--- config.mk ---
export PLATFORM = sky130hd
export DESIGN_NAME = clock_set_ctrl_flat
export DESIGN_NICKNAME = d
export VERILOG_FILES = /design/src/rtl/clock_set_ctrl_if.sv /design/src/rtl/clock_set_ctrl.sv /design/src/flat_wrapper.sv
export SDC_FILE = /design/constraint.sdc
export NUM_CORES = 1
export LEC_CHECK = 0
export CAP_MARGIN = 5
export CORE_UTILIZATION = 25
export CTS_CLUSTER_SIZE = 14
export DETAILED_ROUTE_END_ITERATION = 12
export HOLD_SLACK_MARGIN = 0.15
export PLACE_DENSITY = 0.36
export SYNTH_ARGS = -nofsm -noshare
export SYNTH_HDL_FRONTEND = slang
export SYNTH_SLANG_ARGS = --single-unit
--- constraint.sdc ---
create_clock -name clk -period 4.7 [get_ports clk]
set_input_delay 0.47 -clock clk [delete_from_list [all_inputs] [get_ports clk]]
set_output_delay 0.47 -clock clk [all_outputs]
set_load 0.03 [all_outputs]
--- src/rtl/clock_set_ctrl_if.sv ---
// Button inputs and counter-control / display outputs of the clock set controller.
interface clock_set_ctrl_if;
  logic       btn_mode_n;
  logic       btn_inc_n;
  logic       sec_en;
  logic       sec_clr;
  logic       min_inc;
  logic       hour_inc;
  logic [1:0] mode;
  logic       blink;

  modport master (
    output btn_mode_n, btn_inc_n,
    input  sec_en, sec_clr, min_inc, hour_inc, mode, blink
  );

  modport slave (
    input  btn_mode_n, btn_inc_n,
    output sec_en, sec_clr, min_inc, hour_inc, mode, blink
  );
endinterface

--- src/rtl/clock_set_ctrl.sv ---
// Timekeeping sequencer: 1 Hz prescaler, debounced buttons, and set-mode FSM
// that pulses the cascaded BCD time counters and drives the display blink gate.
module clock_set_ctrl #(
  parameter int unsigned TICK_DIV   = 50_000_000,
  parameter int unsigned DEB_CYCLES = 500_000,
  parameter int unsigned BLINK_DIV  = 25_000_000
) (
  input  logic            clk,
  input  logic            reset_n,
  clock_set_ctrl_if.slave bus
);

  localparam int unsigned TW = $clog2(TICK_DIV);
  localparam int unsigned DW = $clog2(DEB_CYCLES);
  localparam int unsigned BW = $clog2(BLINK_DIV);

  typedef enum logic [1:0] {
    S_RUN      = 2'd0,
    S_SET_HOUR = 2'd1,
    S_SET_MIN  = 2'd2,
    S_SET_SEC  = 2'd3
  } state_t;

  state_t        r_state;
  state_t        w_state_nxt;
  logic [TW-1:0] r_pre;
  logic [BW-1:0] r_blink_cnt;
  logic          r_blink;
  logic          r_sec_en;
  logic          r_sec_clr;
  logic          r_min_inc;
  logic          r_hour_inc;
  logic          w_tick;
  logic          w_sec_en_nxt;
  logic          w_sec_clr_nxt;
  logic          w_min_inc_nxt;
  logic          w_hour_inc_nxt;
  logic [1:0]    w_raw;
  logic [1:0]    w_ev;
  logic          w_mode_ev;
  logic          w_inc_ev;

  assign w_raw     = {bus.btn_inc_n, bus.btn_mode_n};
  assign w_mode_ev = w_ev[0];
  assign w_inc_ev  = w_ev[1];

  // Per button: 2-FF sync, stability counter, one-cycle pulse on accepted press
  for (genvar g = 0; g < 2; g++) begin : g_btn
    logic          r_s1;
    logic          r_s2;
    logic          r_acc;
    logic          r_ev;
    logic [DW-1:0] r_cnt;

    always_ff @(posedge clk or negedge reset_n) begin
      if (!reset_n) begin
        r_s1  <= 1'b1;
        r_s2  <= 1'b1;
        r_acc <= 1'b1;
        r_ev  <= 1'b0;
        r_cnt <= '0;
      end else begin
        r_s1 <= w_raw[g];
        r_s2 <= r_s1;
        r_ev <= 1'b0;
        if (r_s2 != r_acc) begin
          if (r_cnt == DW'(DEB_CYCLES - 1)) begin
            r_acc <= r_s2;
            r_cnt <= '0;
            r_ev  <= ~r_s2;
          end else begin
            r_cnt <= r_cnt + DW'(1);
          end
        end else begin
          r_cnt <= '0;
        end
      end
    end

    assign w_ev[g] = r_ev;
  end

  always_ff @(posedge clk or negedge reset_n) begin
    if (!reset_n) r_state <= S_RUN;
    else          r_state <= w_state_nxt;
  end

  // Next state and next pulse values; a mode event always beats an inc event
  always_comb begin
    w_state_nxt    = r_state;
    w_tick         = 1'b0;
    w_sec_en_nxt   = 1'b0;
    w_sec_clr_nxt  = 1'b0;
    w_min_inc_nxt  = 1'b0;
    w_hour_inc_nxt = 1'b0;

    if (r_state == S_RUN && r_pre == TW'(TICK_DIV - 1)) w_tick = 1'b1;
    w_sec_en_nxt = w_tick;

    if (w_mode_ev) begin
      unique case (r_state)
        S_RUN:      w_state_nxt = S_SET_HOUR;
        S_SET_HOUR: w_state_nxt = S_SET_MIN;
        S_SET_MIN:  w_state_nxt = S_SET_SEC;
        S_SET_SEC:  w_state_nxt = S_RUN;
      endcase
    end else if (w_inc_ev) begin
      case (r_state)
        S_SET_HOUR: w_hour_inc_nxt = 1'b1;
        S_SET_MIN:  w_min_inc_nxt  = 1'b1;
        S_SET_SEC:  w_sec_clr_nxt  = 1'b1;
        default:    ;
      endcase
    end
  end

  always_ff @(posedge clk or negedge reset_n) begin
    if (!reset_n) begin
      r_sec_en   <= 1'b0;
      r_sec_clr  <= 1'b0;
      r_min_inc  <= 1'b0;
      r_hour_inc <= 1'b0;
    end else begin
      r_sec_en   <= w_sec_en_nxt;
      r_sec_clr  <= w_sec_clr_nxt;
      r_min_inc  <= w_min_inc_nxt;
      r_hour_inc <= w_hour_inc_nxt;
    end
  end

  // Prescaler restarts from 0 on every entry into RUN so the first tick is a full period later
  always_ff @(posedge clk or negedge reset_n) begin
    if (!reset_n) begin
      r_pre <= '0;
    end else if (r_state != S_RUN || w_state_nxt != S_RUN || w_tick) begin
      r_pre <= '0;
    end else begin
      r_pre <= r_pre + TW'(1);
    end
  end

  always_ff @(posedge clk or negedge reset_n) begin
    if (!reset_n) begin
      r_blink_cnt <= '0;
      r_blink     <= 1'b1;
    end else if (w_state_nxt != r_state || r_state == S_RUN) begin
      r_blink_cnt <= '0;
      r_blink     <= 1'b1;
    end else if (r_blink_cnt == BW'(BLINK_DIV - 1)) begin
      r_blink_cnt <= '0;
      r_blink     <= ~r_blink;
    end else begin
      r_blink_cnt <= r_blink_cnt + BW'(1);
    end
  end

  assign bus.sec_en   = r_sec_en;
  assign bus.sec_clr  = r_sec_clr;
  assign bus.min_inc  = r_min_inc;
  assign bus.hour_inc = r_hour_inc;
  assign bus.mode     = r_state;
  assign bus.blink    = r_blink;

endmodule
--- src/flat_wrapper.sv ---
// flat-port wrapper written by rule: the top's interface ports become plain ports
module clock_set_ctrl_flat 
#(
  parameter int unsigned TICK_DIV   = 50_000_000,
  parameter int unsigned DEB_CYCLES = 500_000,
  parameter int unsigned BLINK_DIV  = 25_000_000
)
  (clk, reset_n, bus_btn_mode_n, bus_btn_inc_n, bus_sec_en, bus_sec_clr, bus_min_inc, bus_hour_inc, bus_mode, bus_blink);
  clock_set_ctrl_if bus_i ();
  input  logic clk;
  input  logic reset_n;
  input wire logic [$bits(bus_i.btn_mode_n)-1:0] bus_btn_mode_n;
  input wire logic [$bits(bus_i.btn_inc_n)-1:0] bus_btn_inc_n;
  output wire logic [$bits(bus_i.sec_en)-1:0] bus_sec_en;
  output wire logic [$bits(bus_i.sec_clr)-1:0] bus_sec_clr;
  output wire logic [$bits(bus_i.min_inc)-1:0] bus_min_inc;
  output wire logic [$bits(bus_i.hour_inc)-1:0] bus_hour_inc;
  output wire logic [$bits(bus_i.mode)-1:0] bus_mode;
  output wire logic [$bits(bus_i.blink)-1:0] bus_blink;
  assign bus_i.btn_mode_n = bus_btn_mode_n;
  assign bus_i.btn_inc_n = bus_btn_inc_n;
  assign bus_sec_en = bus_i.sec_en;
  assign bus_sec_clr = bus_i.sec_clr;
  assign bus_min_inc = bus_i.min_inc;
  assign bus_hour_inc = bus_i.hour_inc;
  assign bus_mode = bus_i.mode;
  assign bus_blink = bus_i.blink;
  clock_set_ctrl #(.TICK_DIV(TICK_DIV), .DEB_CYCLES(DEB_CYCLES), .BLINK_DIV(BLINK_DIV)) u_core (.clk(clk), .reset_n(reset_n), .bus(bus_i));
endmodule
==> results of run 1 <==
## logic make-up (layout without fill, tap and decap cells)
| family | after synthesis | in the layout | share of synthesized area |
|---|---|---|---|
| compound gates | 65 | 65 | 0.0827 |
| xor+xnor | 55 | 55 | 0.0897 |
| fa+ha+maj | 8 | 8 | 0.0186 |
| buf+inv | 45 | 48 | 0.0368 |
| flops | 104 | 104 | 0.486 |
| mux | 3 | 3 | 0.00606 |
| simple gates | 262 | 262 | 0.280 |
## final cells by class
cell class	count	area, µm²
Inverter	17	63.8
Clock buffer	12	236
Sequential cell	104	2610
Tap cell	275	344
Clock inverter	4	47.5
Multi-Input combinational cell	393	2570
Fill cell	2165	15000
Timing Repair Buffer	15	135
## per-stage QoR
step                cell area [µm²]  setup slack, ns   util
global route                   6010             2.12  0.286
detailed placement             5720             2.28  0.272
floorplan                      5370             2.45      -
CTS                            6010             2.26  0.286
global placement               5720             2.34  0.272
finish                         6010             2.31  0.286
## placed cells by master, fill, tap and decap left out, types with 10 or more instances in the layout
cell | synthesis | routed
a211oi_1 | 18 | 18
o31ai_1 | 15 | 15
nand4_1 | 25 | 25
a21oi_1 | 10 | 10
nor3_1 | 36 | 35
o21ai_0 | 15 | 15
nor4_1 | 15 | 15
nand3_1 | 31 | 31
dfrtp_1 | 97 | 97
or4_1 | 15 | 15
xor2_1 | 20 | 20
and4_1 | 11 | 11
nor2_1 | 39 | 39
or3_1 | 17 | 17
nand2_1 | 32 | 32
inv_1 | 17 | 17
xnor2_1 | 35 | 35
## cell usage after synthesis (17+ instances only)
master,count
nor3_1,36
or3_1,17
dfrtp_1,97
xor2_1,20
a211oi_1,18
nand2_1,32
xnor2_1,35
nand3_1,31
nor2_1,39
nand4_1,25
inv_1,17
## per-layer routing
metal	up-vias	routed length, µm	GRT usage
met5	-	0	0
met4	0	167	0.0500
met3	8	284	0.0239
met2	26	5730	0.194
met1	1991	5920	0.156
li1	1987	-	-
## critical path: stages, from the launching register on
cell,delay [ns]
dfrtp_1,0.37
ha_1,0.18
and2_1,0.28
nand4_1,0.23
nor4_4,0.72
buf_4,0.34
mux2i_1,0.20
## where the power goes
group | leakage [µW] | total (µW) | switching [µW] | internal [µW]
logic | 0.000623 | 36.9 | 28.4 | 8.43
clock network | 0.000137 | 749 | 337 | 413
registers | 0.00141 | 907 | 5.33 | 902
total | 0.00217 | 1690 | 371 | 1320
## state kept, by name (all words and copies together) (netlist names)
name,flops
u_core.bus.blink,1
u_core.bus.hour_inc,1
u_core.bus.sec_clr,1
u_core.r_pre,26
u_core.bus.mode,2
u_core.g_btn.r_ev,2
u_core.bus.sec_en,1
u_core.bus.min_inc,1
u_core.g_btn.r_s2,2
u_core.r_blink_cnt,25
u_core.g_btn.r_acc,2
u_core.g_btn.r_s1,2
u_core.g_btn.r_cnt,38
## worst paths after layout
kind	start	to	slack, ns	depth (start not counted)
setup reg to reg	u_core.r_blink_cnt[0]	u_core.bus.blink	2.31	6
max in group asynchronous	reset_n	u_core.bus.blink	3.39	2
setup / recovery	u_core.r_blink_cnt[0]	u_core.bus.blink	2.31	6
hold / removal	reset_n	u_core.r_blink_cnt[12]	0.21	1
hold reg to reg	u_core.g_btn[0].r_s1	u_core.g_btn[0].r_s2	0.36	0
min in group clk	u_core.g_btn[0].r_s1	u_core.g_btn[0].r_s2	0.36	0
==> impl_metrics.yaml, run 1 <==
outcome:
  status: "finished clean"
grt:
  grt_antenna_before_repair: 0
  first_global_vias: 4059
  gr-total-overflow: 0
  grt_start_max_net_pins: 64
  grt_usage: 0.120
  grt_pass1_wl_mm: 20.8
routing:
  ant_nets: 0
  drtPass1Iterations: 4
  drc: 0
  drt-initial-drc-count: 190
  routed_wl_mm: 12.1
  wl_per_cell_um: 14.8
  via_per_inst: 4.89
  via_count: 4012
synthesis:
  synth_area_leaders: "dfrtp_1 (45%), xnor2_1 (5.7%), dfstp_2 (3.4%), nor3_1 (3.4%), xor2_1 (3.3%)"
  synth_nets: 554
  synth_edf_count: 0
  synthesis.area_um2: 5370
  synth_ff_type: "dfrtp_1"
  synth_top_area_frac: 0.452
  async_reset_ff_frac: 1.00
  ys_seq_area_frac: 0.486
  ys_ff_latch: 104
  yosysWarnings: 0
  avgSynthCellArea_um2: 9.91
  synth_cell_type_count: 48
  synthCells: 542
  yosysTopAreaCell: "dfrtp_1"
layout:
  diodes: 0
  nets: 552
  area_growth_pct: 11.8
  drive_gt1_frac: 0.0716
  final_cells: 820
floorplan:
  die_area_um2: 22100
  die_w_um: 149
  core_area_um2: 21000
  core.rowCount: 53
  ioPinCount: 11
  die_h_um: 149
  start_util: 0.256
cts:
  cts_setup_buffers: 0
  cts_hold_buf: 0
  htree_num_levels: 3
  cts-root-buf: "clkbuf_16"
  clockBufferDepth: 2
  cts_resized: 0
  clk_pin_slew_worst_paths_ns: 0.08
  clkLatencyLatePin_ns: 0.36
  clock_sinks: 104
  tritoncts: "built"
  cts_buffers: 9
worst_setup_path:
  critPathArrivalTime_ns: 2.66
  crit_type: "reg2reg"
  start_kind: "register"
  end_kind: "register"
  path_max_fanout: 14
  required_ns: 4.98
power_and_ir_drop:
  cellPowerDensity_nw_per_um2: 282
  vdd.ir_drop.worst_mv: 0.161
  p_total_uw: 1690
  leakage_uw: 0.00217
timing:
  rsz0062_at_grt: "false"
  post-route-min-period_ns: 2.39
  skew_ns: 0.0114
  fin_tns_setup_ns: 0
  fin_crit_sh: 0.508
  max_freq_mhz: 419
  whs_ns: 0.207
  slew_headroom: 0.422
  slew_viol_final: 0
  worst_pin_slew_ns: 0.867
  setup_violations: 0
  finalHoldViolCount: 0
place:
  io_buffers: 10
  place_inst: 804
  routabilityCongestion: 0.715
  dpl.hpwl_mm: 7.99
hold_path:
  hold_path_class: "in2async"
job:
  maxCapViolations: 0
No activity file was read; power rests on OpenSTA's default activity.
==> run 2: changes to the inputs <==
--- a/config.mk
+++ b/config.mk
@@ -10,7 +10,7 @@
 export CTS_CLUSTER_SIZE = 14
 export DETAILED_ROUTE_END_ITERATION = 12
 export HOLD_SLACK_MARGIN = 0.15
-export PLACE_DENSITY = 0.36
+export PLACE_DENSITY = 0.37
 export SYNTH_ARGS = -nofsm -noshare
 export SYNTH_HDL_FRONTEND = slang
 export SYNTH_SLANG_ARGS = --single-unit
==> constraint.sdc (replaced) <==
create_clock -name clk -period 1.95 [get_ports clk]
set_input_delay 0.195 -clock clk [delete_from_list [all_inputs] [get_ports clk]]
set_output_delay 0.195 -clock clk [all_outputs]
set_load 0.03 [all_outputs]
==> run 2 against run 1 <==
  * Worst setup slack got worse by 2.2 ns
  * First-iteration DRC count unchanged
  * Maximum frequency is 29% higher
  * Count of clock-buffer cells in the layout increased by 1
  * Flip-flop and latch count did not move
  * Non-clock buffer count increased by 35
  * Critical endpoint is now u_core.r_blink_cnt[22]
  * Hold slack gained 0.040 ns
==> impl_metrics.yaml, run 2 (synthesized netlist as in run 1, its figures left out) <==
cts:
  clock_sinks: 104
  cts_buffers: 9
  cts-root-buf: "clkbuf_16"
  clk_pin_slew_worst_paths_ns: 0.07
  htree_num_levels: 3
  tritoncts: "built"
  clkLatencyLatePin_ns: 0.35
  clockBufferDepth: 2
layout:
  area_growth_pct: 17.6
  drive_gt1_frac: 0.147
  layout_commonest_cell: "dfrtp_1"
  reg_top3: "u_core.g_btn.r_cnt: 38 flops, u_core.r_pre: 26 flops, u_core.r_blink_cnt: 25 flops"
  nets: 587
  final_area_um2: 6320
  largest_register: "u_core.g_btn.r_cnt"
  largest_reg_flops: 38
  diodes: 0
  layout_common_cells: "dfrtp_1 (94), nor2_1 (39), buf_4 (37)"
routing:
  drtPass1Iterations: 4
  via_per_inst: 4.88
  wl_per_cell_um: 14.4
  routed_wl_mm: 12.3
  drt-initial-drc-count: 190
  ant_nets: 0
  drc: 0
  via_count: 4171
timing:
  worst_pin_slew_ns: 0.415
  fin_crit_sh: 0.947
  max_freq_mhz: 542
  finalHoldViolCount: 0
  post-route-min-period_ns: 1.85
  rsz0062_at_grt: "false"
  fin_tns_setup_ns: 0
  slew_headroom: 0.724
  setup_violations: 0
  skew_ns: 0.0123
  slew_viol_final: 0
place:
  place_area_um2: 6010
  routabilityCongestion: 0.753
  dpl.hpwl_mm: 8.55
  io_buffers: 10
worst_setup_path:
  cp.buffers_inverters: 1
  max_stage_delay_ns: 0.51
  path_cells: "and4_2, nand4_1, buf_4, or4_1, a211oi_1"
  required_ns: 2.21
  crit_slowest_cell: "or4_1"
  path_max_fanout: 14
  crit_family: "simple AND/OR/NAND/NOR gates"
  end_kind: "register"
  critPathArrivalTime_ns: 2.11
  start_kind: "register"
  r2r_setup_slack_ns: 0.10
  crit_type: "reg2reg"
floorplan:
  ioPinCount: 11
  core_area_um2: 21000
  die_h_um: 149
  core.rowCount: 53
  die_area_um2: 22100
  die_w_um: 149
  start_util: 0.256
hold_path:
  hold_path_class: "in2reg"
power_and_ir_drop:
  leakage_uw: 0.00234
  pwr-share-clk: 0.426
  p_total_uw: 3990
  p_int_uw: 3110
  seqPwrFrac: 0.548
  combPwrFrac: 0.026
  vdd.ir_drop.worst_mv: 0.422
  cellPowerDensity_nw_per_um2: 631
  p_switching_uw: 881
  swShare: 0.221
grt:
  grt_antenna_before_repair: 0
  first_global_vias: 4192
  gr-total-overflow: 0
  grt_pass1_wl_mm: 21.2
  grt_start_max_net_pins: 50
  grt_usage: 0.120
job:
  maxCapViolations: 0
outcome:
  status: "finished clean"
run 2: layout make-up:
class / count / area (µm²)
fill: 2194 / 14700
sequential: 104 / 2620
multi-input combinational: 393 / 2590
timing repair buffer: 50 / 438
tap: 275 / 344
clock buffer: 13 / 250
inverter: 17 / 63.8
clock inverter: 3 / 20.0
run 2: power groups by stage:
stage / logic (µW) / registers, µW / clock network [µW]
final: 103 / 2190 / 1700
after global routing: 120 / 2190 / 1850
after CTS: 109 / 2190 / 1780
after detailed placement: 107 / 2230 / 0
after global placement: 107 / 2230 / 0
after floorplan: 31.8 / 2230 / 0
run 2: what timing repair did:
item / CTS / global route
hold buffers: 1 / 0
resized for setup: 0 / 9
hold endpoints to repair: 55 / 0
setup endpoints to repair: 0 / 50
setup buffers: 0 / 1
run 2: path summary, 6_finish.rpt:
| path | end | from | cells after the start |
|---|---|---|---|
| hold / removal | u_core.g_btn[0].r_s1 | bus_btn_mode_n | 1 |
| setup reg to reg | u_core.r_blink_cnt[22] | u_core.r_blink_cnt[9] | 5 |
| max in group asynchronous | u_core.g_btn[1].r_s2 | reset_n | 3 |
| min in group asynchronous | u_core.r_blink_cnt[23] | reset_n | 2 |
| hold reg to reg | u_core.g_btn[1].r_s2 | u_core.g_btn[1].r_s1 | 0 |
| setup / recovery | u_core.r_blink_cnt[22] | u_core.r_blink_cnt[9] | 5 |
run 2: per-layer routing:
metal / vias up / GRT usage / part of all wire
li1: 2051 / - / -
met1: 2051 / 0.157 / 0.49
met2: 55 / 0.195 / 0.47
met3: 14 / 0.0199 / 0.027
met4: 0 / 0.0495 / 0.016
met5: - / 0 / 0
run 2: metrics by stage:
stage,hold WS (ns),instances,setup WS [ns],util
6_report,0.247,855,0.104,0.301
5_1_grt,0.240,855,0.00207,0.301
4_1_cts,0.233,854,0.00656,0.299
3_5_place_dp,0.160,837,0.00341,0.286
3_3_place_gp,0.162,837,0.0669,0.286
2_1_floorplan,-0.101,542,0.00104,-
